**config.mk**
```make
export PLATFORM = sky130hd
export DESIGN_NAME = stream_mux_rr
export DESIGN_NICKNAME = d
export VERILOG_FILES = /design/src/rtl/stream_mux_pkg.sv /design/src/rtl/rr_arbiter.sv /design/src/rtl/stream_mux_rr.sv
export SDC_FILE = /design/constraint.sdc
export NUM_CORES = 1
export LEC_CHECK = 0
export CORE_ASPECT_RATIO = 0.8
export CORE_UTILIZATION = 38
export DETAILED_ROUTE_END_ITERATION = 8
export HOLD_SLACK_MARGIN = 0.06
export PLACE_DENSITY = 0.86
export SYNTH_ARGS = -nofsm -noshare
export SYNTH_HDL_FRONTEND = slang
export SYNTH_SLANG_ARGS = --single-unit
```
**constraint.sdc**
```tcl
create_clock -name clk -period 2.2 [get_ports clk]
set_input_delay 0.22 -clock clk [delete_from_list [all_inputs] [get_ports clk]]
set_output_delay 0.22 -clock clk [all_outputs]
set_load 0.05 [all_outputs]
```
**src/rtl/stream_mux_pkg.sv**
```systemverilog
// Shared types and helpers for the stream_mux_rr family.
package stream_mux_pkg;

  typedef logic mode_t;

  localparam mode_t MODE_FIXED = 1'b0;
  localparam mode_t MODE_RR    = 1'b1;

  function automatic int ch_w(input int n);
    return (n > 1) ? $clog2(n) : 1;
  endfunction

endpackage

```
**src/rtl/rr_arbiter.sv**
```systemverilog
// Combinational rotate-priority arbiter: first requester at or after ptr wins.
module rr_arbiter
  import stream_mux_pkg::*;
#(
  parameter int N = 4,
  localparam int W = ch_w(N)
) (
  input  logic [N-1:0] req,
  input  logic [W-1:0] ptr,
  output logic [W-1:0] grant,
  output logic         grant_vld
);

  logic [W-1:0] idx;

  // Scan from farthest to nearest so the nearest requester is written last.
  always_comb begin
    grant     = '0;
    grant_vld = 1'b0;
    idx       = '0;
    for (int k = N - 1; k >= 0; k--) begin
      idx = W'((int'(ptr) + k) % N);
      if (req[idx]) begin
        grant     = idx;
        grant_vld = 1'b1;
      end
    end
  end

endmodule

```
**src/rtl/stream_mux_rr.sv**
```systemverilog
// N_CH-channel valid/ready stream mux with fixed or round-robin selection.
// Define STREAM_MUX_PKT_LOCK_EN to add s_last/m_last and packet-locked arbitration.
module stream_mux_rr
  import stream_mux_pkg::*;
#(
  parameter int N_CH   = 4,
  parameter int DATA_W = 8,
  localparam int CH_W  = ch_w(N_CH)
) (
  input  logic                   clk,
  input  logic                   rst_n,
  input  logic [N_CH*DATA_W-1:0] s_data,
  input  logic [N_CH-1:0]        s_valid,
  output logic [N_CH-1:0]        s_ready,
`ifdef STREAM_MUX_PKT_LOCK_EN
  input  logic [N_CH-1:0]        s_last,
  output logic                   m_last,
`endif
  input  logic                   mode,
  input  logic [CH_W-1:0]        sel,
  output logic [DATA_W-1:0]      m_data,
  output logic                   m_valid,
  input  logic                   m_ready,
  output logic [CH_W-1:0]        m_ch
);

  logic [CH_W-1:0] ptr;
  logic [CH_W-1:0] arb_grant;
  logic [CH_W-1:0] pick;
  logic [CH_W-1:0] ptr_next;
  logic [N_CH-1:0] arb_req;
  logic            arb_vld;
  logic            pick_vld;
  logic            load_en;
  logic            xfer;

`ifdef STREAM_MUX_PKT_LOCK_EN
  logic            lock_vld;
  logic [CH_W-1:0] lock_ch;

  // While a packet is in flight only its own channel may compete.
  always_comb begin
    arb_req = s_valid;
    if (lock_vld) begin
      arb_req          = '0;
      arb_req[lock_ch] = s_valid[lock_ch];
    end
  end
`else
  assign arb_req = s_valid;
`endif

  rr_arbiter #(.N(N_CH)) u_arb (
    .req       (arb_req),
    .ptr       (ptr),
    .grant     (arb_grant),
    .grant_vld (arb_vld)
  );

  assign load_en = !m_valid || m_ready;

  always_comb begin
    pick     = sel;
    pick_vld = (int'(sel) < N_CH);
    if (mode == MODE_RR) begin
      pick     = arb_grant;
      pick_vld = arb_vld;
    end
  end

  always_comb begin
    s_ready = '0;
    if (rst_n && load_en && pick_vld) s_ready[pick] = 1'b1;
  end

  assign xfer     = |(s_valid & s_ready);
  assign ptr_next = (int'(pick) == N_CH - 1) ? '0 : pick + 1'b1;

  always_ff @(posedge clk) begin
    if (!rst_n) begin
      m_valid  <= 1'b0;
      m_data   <= '0;
      m_ch     <= '0;
      ptr      <= '0;
`ifdef STREAM_MUX_PKT_LOCK_EN
      m_last   <= 1'b0;
      lock_vld <= 1'b0;
      lock_ch  <= '0;
`endif
    end else begin
      if (xfer) begin
        m_valid <= 1'b1;
        m_data  <= s_data[pick*DATA_W +: DATA_W];
        m_ch    <= pick;
`ifdef STREAM_MUX_PKT_LOCK_EN
        m_last  <= s_last[pick];
`endif
      end else if (m_ready) begin
        m_valid <= 1'b0;
      end

      if (xfer && mode == MODE_RR) begin
`ifdef STREAM_MUX_PKT_LOCK_EN
        if (s_last[pick]) begin
          ptr      <= ptr_next;
          lock_vld <= 1'b0;
        end else begin
          lock_vld <= 1'b1;
          lock_ch  <= pick;
        end
`else
        ptr <= ptr_next;
`endif
      end

`ifdef STREAM_MUX_PKT_LOCK_EN
      // Any cycle spent in fixed mode abandons a partially sent packet lock.
      if (mode == MODE_FIXED) lock_vld <= 1'b0;
`endif
    end
  end

endmodule

```
==> results of run 1 <==
synthesized netlist by cell type, types with 2 or more instances:
library cell / number / area, um^2
inv_1: 2 / 7.51
buf_2: 3 / 15.0
nor2b_1: 2 / 12.5
nand2_1: 16 / 60.1
a21oi_1: 9 / 45.0
clkbuf_1: 2 / 7.51
dfxtp_1: 13 / 260
o21ai_0: 4 / 20.0
nand2b_1: 3 / 18.8
or2_2: 2 / 12.5
nor2_1: 14 / 52.6
nand3_1: 3 / 15.0
mux2i_1: 17 / 170
mux2_2: 9 / 101
nor3_1: 4 / 20.0
o2bb2ai_1: 2 / 17.5
worst max-delay path, cell delays in order (launching register included):
cell	delay, ns
dfxtp_2	0.36
o32a_4	0.40
a21oi_4	0.15
o22ai_4	0.10
buf_6	0.17
nor3_2	0.17
buf_4	0.14
buf_12	0.12
timing repair:
item,CTS,global route
pin swaps,1,4
buffers inserted,1,0
cloned,0,0
resized for setup,19,5
endpoints found under the setup margin,4,11
report_power, final:
group          internal, mW  switching [mW]
registers             0.274          0.0276
clock network        0.0682           0.107
logic                 0.311           0.348
per-stage QoR:
stage | setup WS (ns) | util | instances | cell area [um^2] | hold WS [ns]
after floorplan | -0.389 | - | 125 | 1040 | 0.356
after global placement | -0.122 | 0.732 | 233 | 1830 | 0.445
after detailed placement | -0.258 | 0.732 | 233 | 1830 | 0.454
after CTS | 0.0200 | 0.769 | 237 | 1920 | 0.467
after global routing | -0.0119 | 0.774 | 237 | 1940 | 0.485
final | 0.0503 | 0.774 | 237 | 1940 | 0.464
cell type report:
class	count	area, um^2
Timing Repair Buffer	78	796
Multi-Input combinational cell	102	786
Fill cell	157	566
Sequential cell	13	263
Tap cell	36	45.0
Clock buffer	3	22.5
Inverter	4	20.0
Clock inverter	1	5.00
layer usage:
layer | global-route usage | share of wire
met5 | 0 | 0
met2 | 0.474 | 0.49
met3 | 0.0775 | 0.055
met1 | 0.366 | 0.43
met4 | 0.112 | 0.023
logic make-up after synthesis:
logic type,count (synthesis),synth area share
fa+ha+maj,1,0.0121
compound gates,26,0.196
flops,13,0.252
simple gates,48,0.211
buf+inv,10,0.0521
mux,27,0.276
final timing paths:
kind	from	end	slack [ns]	depth (start not counted)
worst max register to register	ptr[0]$_SDFFE_PN0P_	m_data[1]$_SDFFE_PN0P_	0.09	8
worst max-delay path	ptr[1]$_SDFFE_PN0P_	s_ready[1]	0.05	7
worst min-delay path	m_ch[1]$_SDFFE_PN0P_	m_ch[1]$_SDFFE_PN0P_	0.46	2
worst min register to register	m_ch[1]$_SDFFE_PN0P_	m_ch[1]$_SDFFE_PN0P_	0.46	2
state kept, by name, indices dropped and copies added (netlist names):
signal and cells:
m_valid 1, m_data 8, m_ch 2, ptr 2
==> impl_results.md, run 1 <==
* Worst IR drop on VDD at 0.571 mV
* Initial drt markers at 48
* Max_cap viols at 0
* Core area at 0.00250 mm^2
* CP Capture Type: output pin
* Mapped Area at 0.00103 mm^2
* Vias at 1,276
* Post-synth top flop: dfxtp_1
* Syn avg cell area at 8.26 um^2
* Highest-count cells in the layout ignoring fill and taps: 47 x clkdlybuf4s50_1, 18 x buf_4, 17 x mux2i_1, 15 x nand2_1, 13 x nor2_1
* Critical path arrival at 1.93 ns
* Crit Path Max Fanout at 17
* TritonCTS clock tree: built
* Ys async rst share at 0
* Register area share after synthesis at 0.252
* Die area at 0.00293 mm^2
* Crit start category: flip-flop
* CTS sink count at 13
* Starting density of the core at 0.413
* Clock slew at reported path FFs at 0.09 ns
* Die H at 48.6 um
* Number of global-route vias before repair at 1,205
* WL final at 4110 um
* F_max at 0.465 GHz
* IO Port Bufs at 56
* Final GP Congestion at 0.877
* Setup TNS at 0 ns
* Number of CTS-inserted buffers at 3
* Total Power at 1.14 mW
* LEAKAGE at 0.771 nW
* Area growth, synth to finish at 87.6%
* Netlist cell types at 36
* First-pass GRT wire length at 6100 um
* Post-synthesis sequential element count at 13
* First-pass DRT Iterations at 4
* Core Rows at 16
* Endpoints failing hold at 0
* Status: finished clean
* Setup Viol. Count Final at 0
* Worst Clk Skew at 0.0163 ns
* Global-route usage over all layers at 0.294
* Setup Crit Path Kind: flip-flop to output pin
* CTS H-tree depth at 1
* DR DRC count at 0
* Cells after Synth at 125
* Initial antenna violation count at 0
* Detail Route Antenna Nets at 0
* Rel. slew slack at 0.662
* Vias per cell at 5.38
* Dpl hpwl at 3110 um
* Min Tclk post-route at 2.15 ns
* Die Span X at 60.3 um
* EDFF count, synth at 0
* Antenna cells at 0
* Hold bufs inserted after CTS at 0
* Clk root buf: clkbuf_4
* Fin crit share at 0.977
* Routed WL per cell at 17.3 um
* Clock Tree Buf Depth at 2
* Commonest non-fill, non-tap cell in the layout: clkdlybuf4s50_1
* Io pins at 57
* Clock latency on the worst-skew pair at 0.32 ns
* Largest net degree at the start of global routing at 18
* Least-Margin Pin Slew at 0.506 ns
* GRT overflow at 0
* WP data required at 1.98 ns
* Proportion of layout cells with a drive suffix above 1 at 0.308
* RSZ-0062 raised after global routing: true
* Synth warn at 0
* Max-slew violation count at 0
* Power per Cell Area at 586 mW/mm^2
* Hold WC Path Type: flip-flop to flip-flop
* Final #Nets at 245
* Syn nets at 168
Note: power is estimated with default switching activity, not from simulation.
==> run 2: changes to the inputs <==
--- a/config.mk
+++ b/config.mk
@@ -10,6 +10,8 @@
 export DETAILED_ROUTE_END_ITERATION = 8
 export HOLD_SLACK_MARGIN = 0.06
 export PLACE_DENSITY = 0.86
+export SETUP_SLACK_MARGIN = 0.05
+export SLEW_MARGIN = 30
 export SYNTH_ARGS = -nofsm -noshare
 export SYNTH_HDL_FRONTEND = slang
 export SYNTH_SLANG_ARGS = --single-unit
==> constraint.sdc (replaced) <==
create_clock -name clk -period 2 [get_ports clk]
set_input_delay 0.2 -clock clk [delete_from_list [all_inputs] [get_ports clk]]
set_output_delay 0.2 -clock clk [all_outputs]
set_load 0.05 [all_outputs]
==> run 2 against run 1 <==
The run now ends with negative setup slack left. Wire length is 38% higher. Core utilization grew 8.0 points. Global-route usage grew 6.1 points. Combinational power is 30% higher. Sequential power grew 9.3%. Critical path type unchanged. Critical endpoint unchanged. Highest routed layer unchanged.
==> impl_results.md, run 2 (synthesis results as in run 1) <==
* Dpl hpwl at 2990 um (was 3110 um)
* Rel. slew slack at 0.652 (was 0.662)
* Clock slew at reported path FFs at 0.09 ns (about the same)
* F_max at 0.478 GHz
* Hold WC Path Type: flip-flop to flip-flop (unchanged)
* Core Rows at 16 (unchanged)
* Number of global-route vias before repair at 1,519 (was 1,205)
* Power per Cell Area at 639 mW/mm^2 (was 586 mW/mm^2)
* Status: finished, violations left (was finished clean)
* Vias per cell at 6.00 (was 5.38)
* TritonCTS clock tree: built (unchanged)
* Highest-count cells in the layout ignoring fill and taps: 47 x clkdlybuf4s50_1, 28 x buf_4, 17 x mux2i_1, 16 x nand2_1, 13 x nor2_1 (was 47 x clkdlybuf4s50_1, 18 x buf_4, 17 x mux2i_1, 15 x nand2_1, 13 x nor2_1)
* Clock latency on the worst-skew pair at 0.31 ns (was 0.32 ns)
* Setup Viol. Count Final at 8 (was 0)
* Detail Route Antenna Nets at 0 (unchanged)
* Die Span X at 60.3 um (unchanged)
* Initial drt markers at 132 (was 48)
* Crit Path Max Fanout at 5 (was 17)
* WL final at 5650 um (was 4110 um)
* Worst Clk Skew at 0.0121 ns (was 0.0163 ns)
* Proportion of layout cells with a drive suffix above 1 at 0.405 (was 0.308)
* Critical path arrival at 1.89 ns (was 1.93 ns)
* Post-layout util at 0.854 (was 0.774)
* Io pins at 57 (unchanged)
* DP Area at 0.00186 mm^2 (was 0.00183 mm^2)
* Setup Crit Path Kind: flip-flop to output pin (unchanged)
* Max reg flops at 8 (unchanged)
* Global-route usage over all layers at 0.355 (was 0.294)
* Cell Count Post-Placement at 232 (was 233)
* Initial antenna violation count at 0 (unchanged)
* Max-slew violation count at 0 (unchanged)
* CP Capture Type: output pin (unchanged)
* Endpoints failing hold at 0 (unchanged)
* WP data required at 1.80 ns (was 1.98 ns)
* Post-route setup slack at -0.0899 ns (was 0.0503 ns)
* Fillers at 122 (was 157)
* Die area at 0.00293 mm^2 (unchanged)
* Largest net degree at the start of global routing at 13 (was 18)
* RSZ-0062 raised after global routing: true (unchanged)
* CTS H-tree depth at 1 (unchanged)
* Design area at 0.00214 mm^2 (was 0.00194 mm^2)
* CTS sink count at 13 (unchanged)
* Commonest non-fill, non-tap cell in the layout: clkdlybuf4s50_1 (unchanged)
* Number of CTS-inserted buffers at 3 (unchanged)
* GRT overflow at 0 (unchanged)
* Antenna cells at 0 (unchanged)
* DR DRC count at 0 (unchanged)
* Worst IR drop on VDD at 0.542 mV (was 0.571 mV)
* Max_cap viols at 0 (unchanged)
* Failing checks: negative setup slack
* Least-Margin Pin Slew at 0.521 ns (was 0.506 ns)
* First-pass DRT Iterations at 4 (unchanged)
* IO Port Bufs at 56 (unchanged)
* Reg with most FFs: m_data (unchanged)
* Crit start category: flip-flop (unchanged)
* First-pass GRT wire length at 7510 um (was 6100 um)
* Biggest regs: m_data (8), m_ch (2), ptr (2) (unchanged)
* Clock Tree Buf Depth at 2 (unchanged)
* Clk root buf: clkbuf_4 (unchanged)
* Routed WL per cell at 22.5 um (was 17.3 um)
* Fin crit share at 1.04
* Min Tclk post-route at 2.09 ns
* Final #Nets at 259 (was 245)
* Area growth, synth to finish at 107% (was 87.6%)
* Die H at 48.6 um (unchanged)
* Final GP Congestion at 0.907 (was 0.877)
* Starting density of the core at 0.413 (unchanged)
* LEAKAGE at 0.864 nW (was 0.771 nW)
* Core area at 0.00250 mm^2 (unchanged)
* Filler-free cell count of the finished design at 251 (was 237)
* Vias at 1,505 (was 1,276)
* Hold bufs inserted after CTS at 0 (unchanged)
run 2: cell types whose count changed in the layout (fill, tap and decap cells not counted), sizes merged:
cell	before	now
buf	26	40
run 2: per-stage QoR:
step / total power, mW / worst slack, ns / setup TNS, ns / hold slack [ns]
2_1_floorplan: 0.725 / -0.111 / -0.167 / 0.336
3_3_place_gp: 1.01 / -0.316 / -4.47 / 0.443
3_5_place_dp: 1.03 / -0.365 / -5.20 / 0.450
4_1_cts: 1.28 / 0.0000338 / 0 / 0.463
5_1_grt: 1.42 / -0.257 / -2.62 / 0.503
6_report: 1.37 / -0.0899 / -0.368 / 0.461
run 2: cell type report:
type                            count  area (um^2)  share of cell area
Clock buffer                        3         22.5              0.0105
Clock inverter                      1         5.00             0.00234
Inverter                            4         20.0             0.00937
Multi-Input combinational cell    102          867               0.406
Sequential cell                    13          265               0.124
Tap cell                           36         45.0              0.0211
Timing Repair Buffer               92          912               0.427
run 2: worst max-delay path, stage by stage, from the launching register on:
cell      delay (ns)
dfxtp_4         0.39
buf_4           0.12
nand3b_1        0.18
a21oi_4         0.21
o22ai_4         0.11
buf_6           0.14
nor3_4          0.25
buf_12          0.17
run 2: repair_timing:
action                     CTS  global route
hold endpoints to repair     0             0
setup buffers               12             3
setup endpoints to repair   16            17
resized for setup           29            13
cloned                       0             0
pin swaps                   10             5
run 2: worst paths after layout:
path / start / endpoint / slack (ns) / cells past startpoint
max: ptr[1]$_SDFFE_PN0P_ / s_ready[1] / -0.09 / 7
max reg2reg: ptr[1]$_SDFFE_PN0P_ / m_data[6]$_SDFFE_PN0P_ / -0.03 / 10
min reg2reg: m_data[0]$_SDFFE_PN0P_ / m_data[0]$_SDFFE_PN0P_ / 0.46 / 2
min: m_data[0]$_SDFFE_PN0P_ / m_data[0]$_SDFFE_PN0P_ / 0.46 / 2
run 2: metal layers:
| metal | track usage | vias to the layer above | share of wire |
|---|---|---|---|
| met2 | 0.546 | 131 | 0.46 |
| met4 | 0.182 | 0 | 0.059 |
| met5 | 0 | - | 0 |
| met1 | 0.410 | 713 | 0.37 |
| li1 | - | 624 | - |
| met3 | 0.155 | 37 | 0.11 |
run 2: where the power goes:
| part | switching, mW | internal [mW] | total [mW] |
|---|---|---|---|
| clock network | 0.107 | 0.0749 | 0.182 |
| logic | 0.453 | 0.404 | 0.856 |
| registers | 0.0276 | 0.301 | 0.329 |
| total | 0.587 | 0.780 | 1.37 |
==> run 3: changes to the inputs <==
--- a/config.mk
+++ b/config.mk
@@ -7,6 +7,7 @@
 export LEC_CHECK = 0
 export CORE_ASPECT_RATIO = 0.8
 export CORE_UTILIZATION = 38
+export CTS_CLUSTER_SIZE = 20
 export DETAILED_ROUTE_END_ITERATION = 8
 export HOLD_SLACK_MARGIN = 0.06
 export PLACE_DENSITY = 0.86
==> results of run 3 <==
Final layout, timing and power as in run 2 (identical DEF).
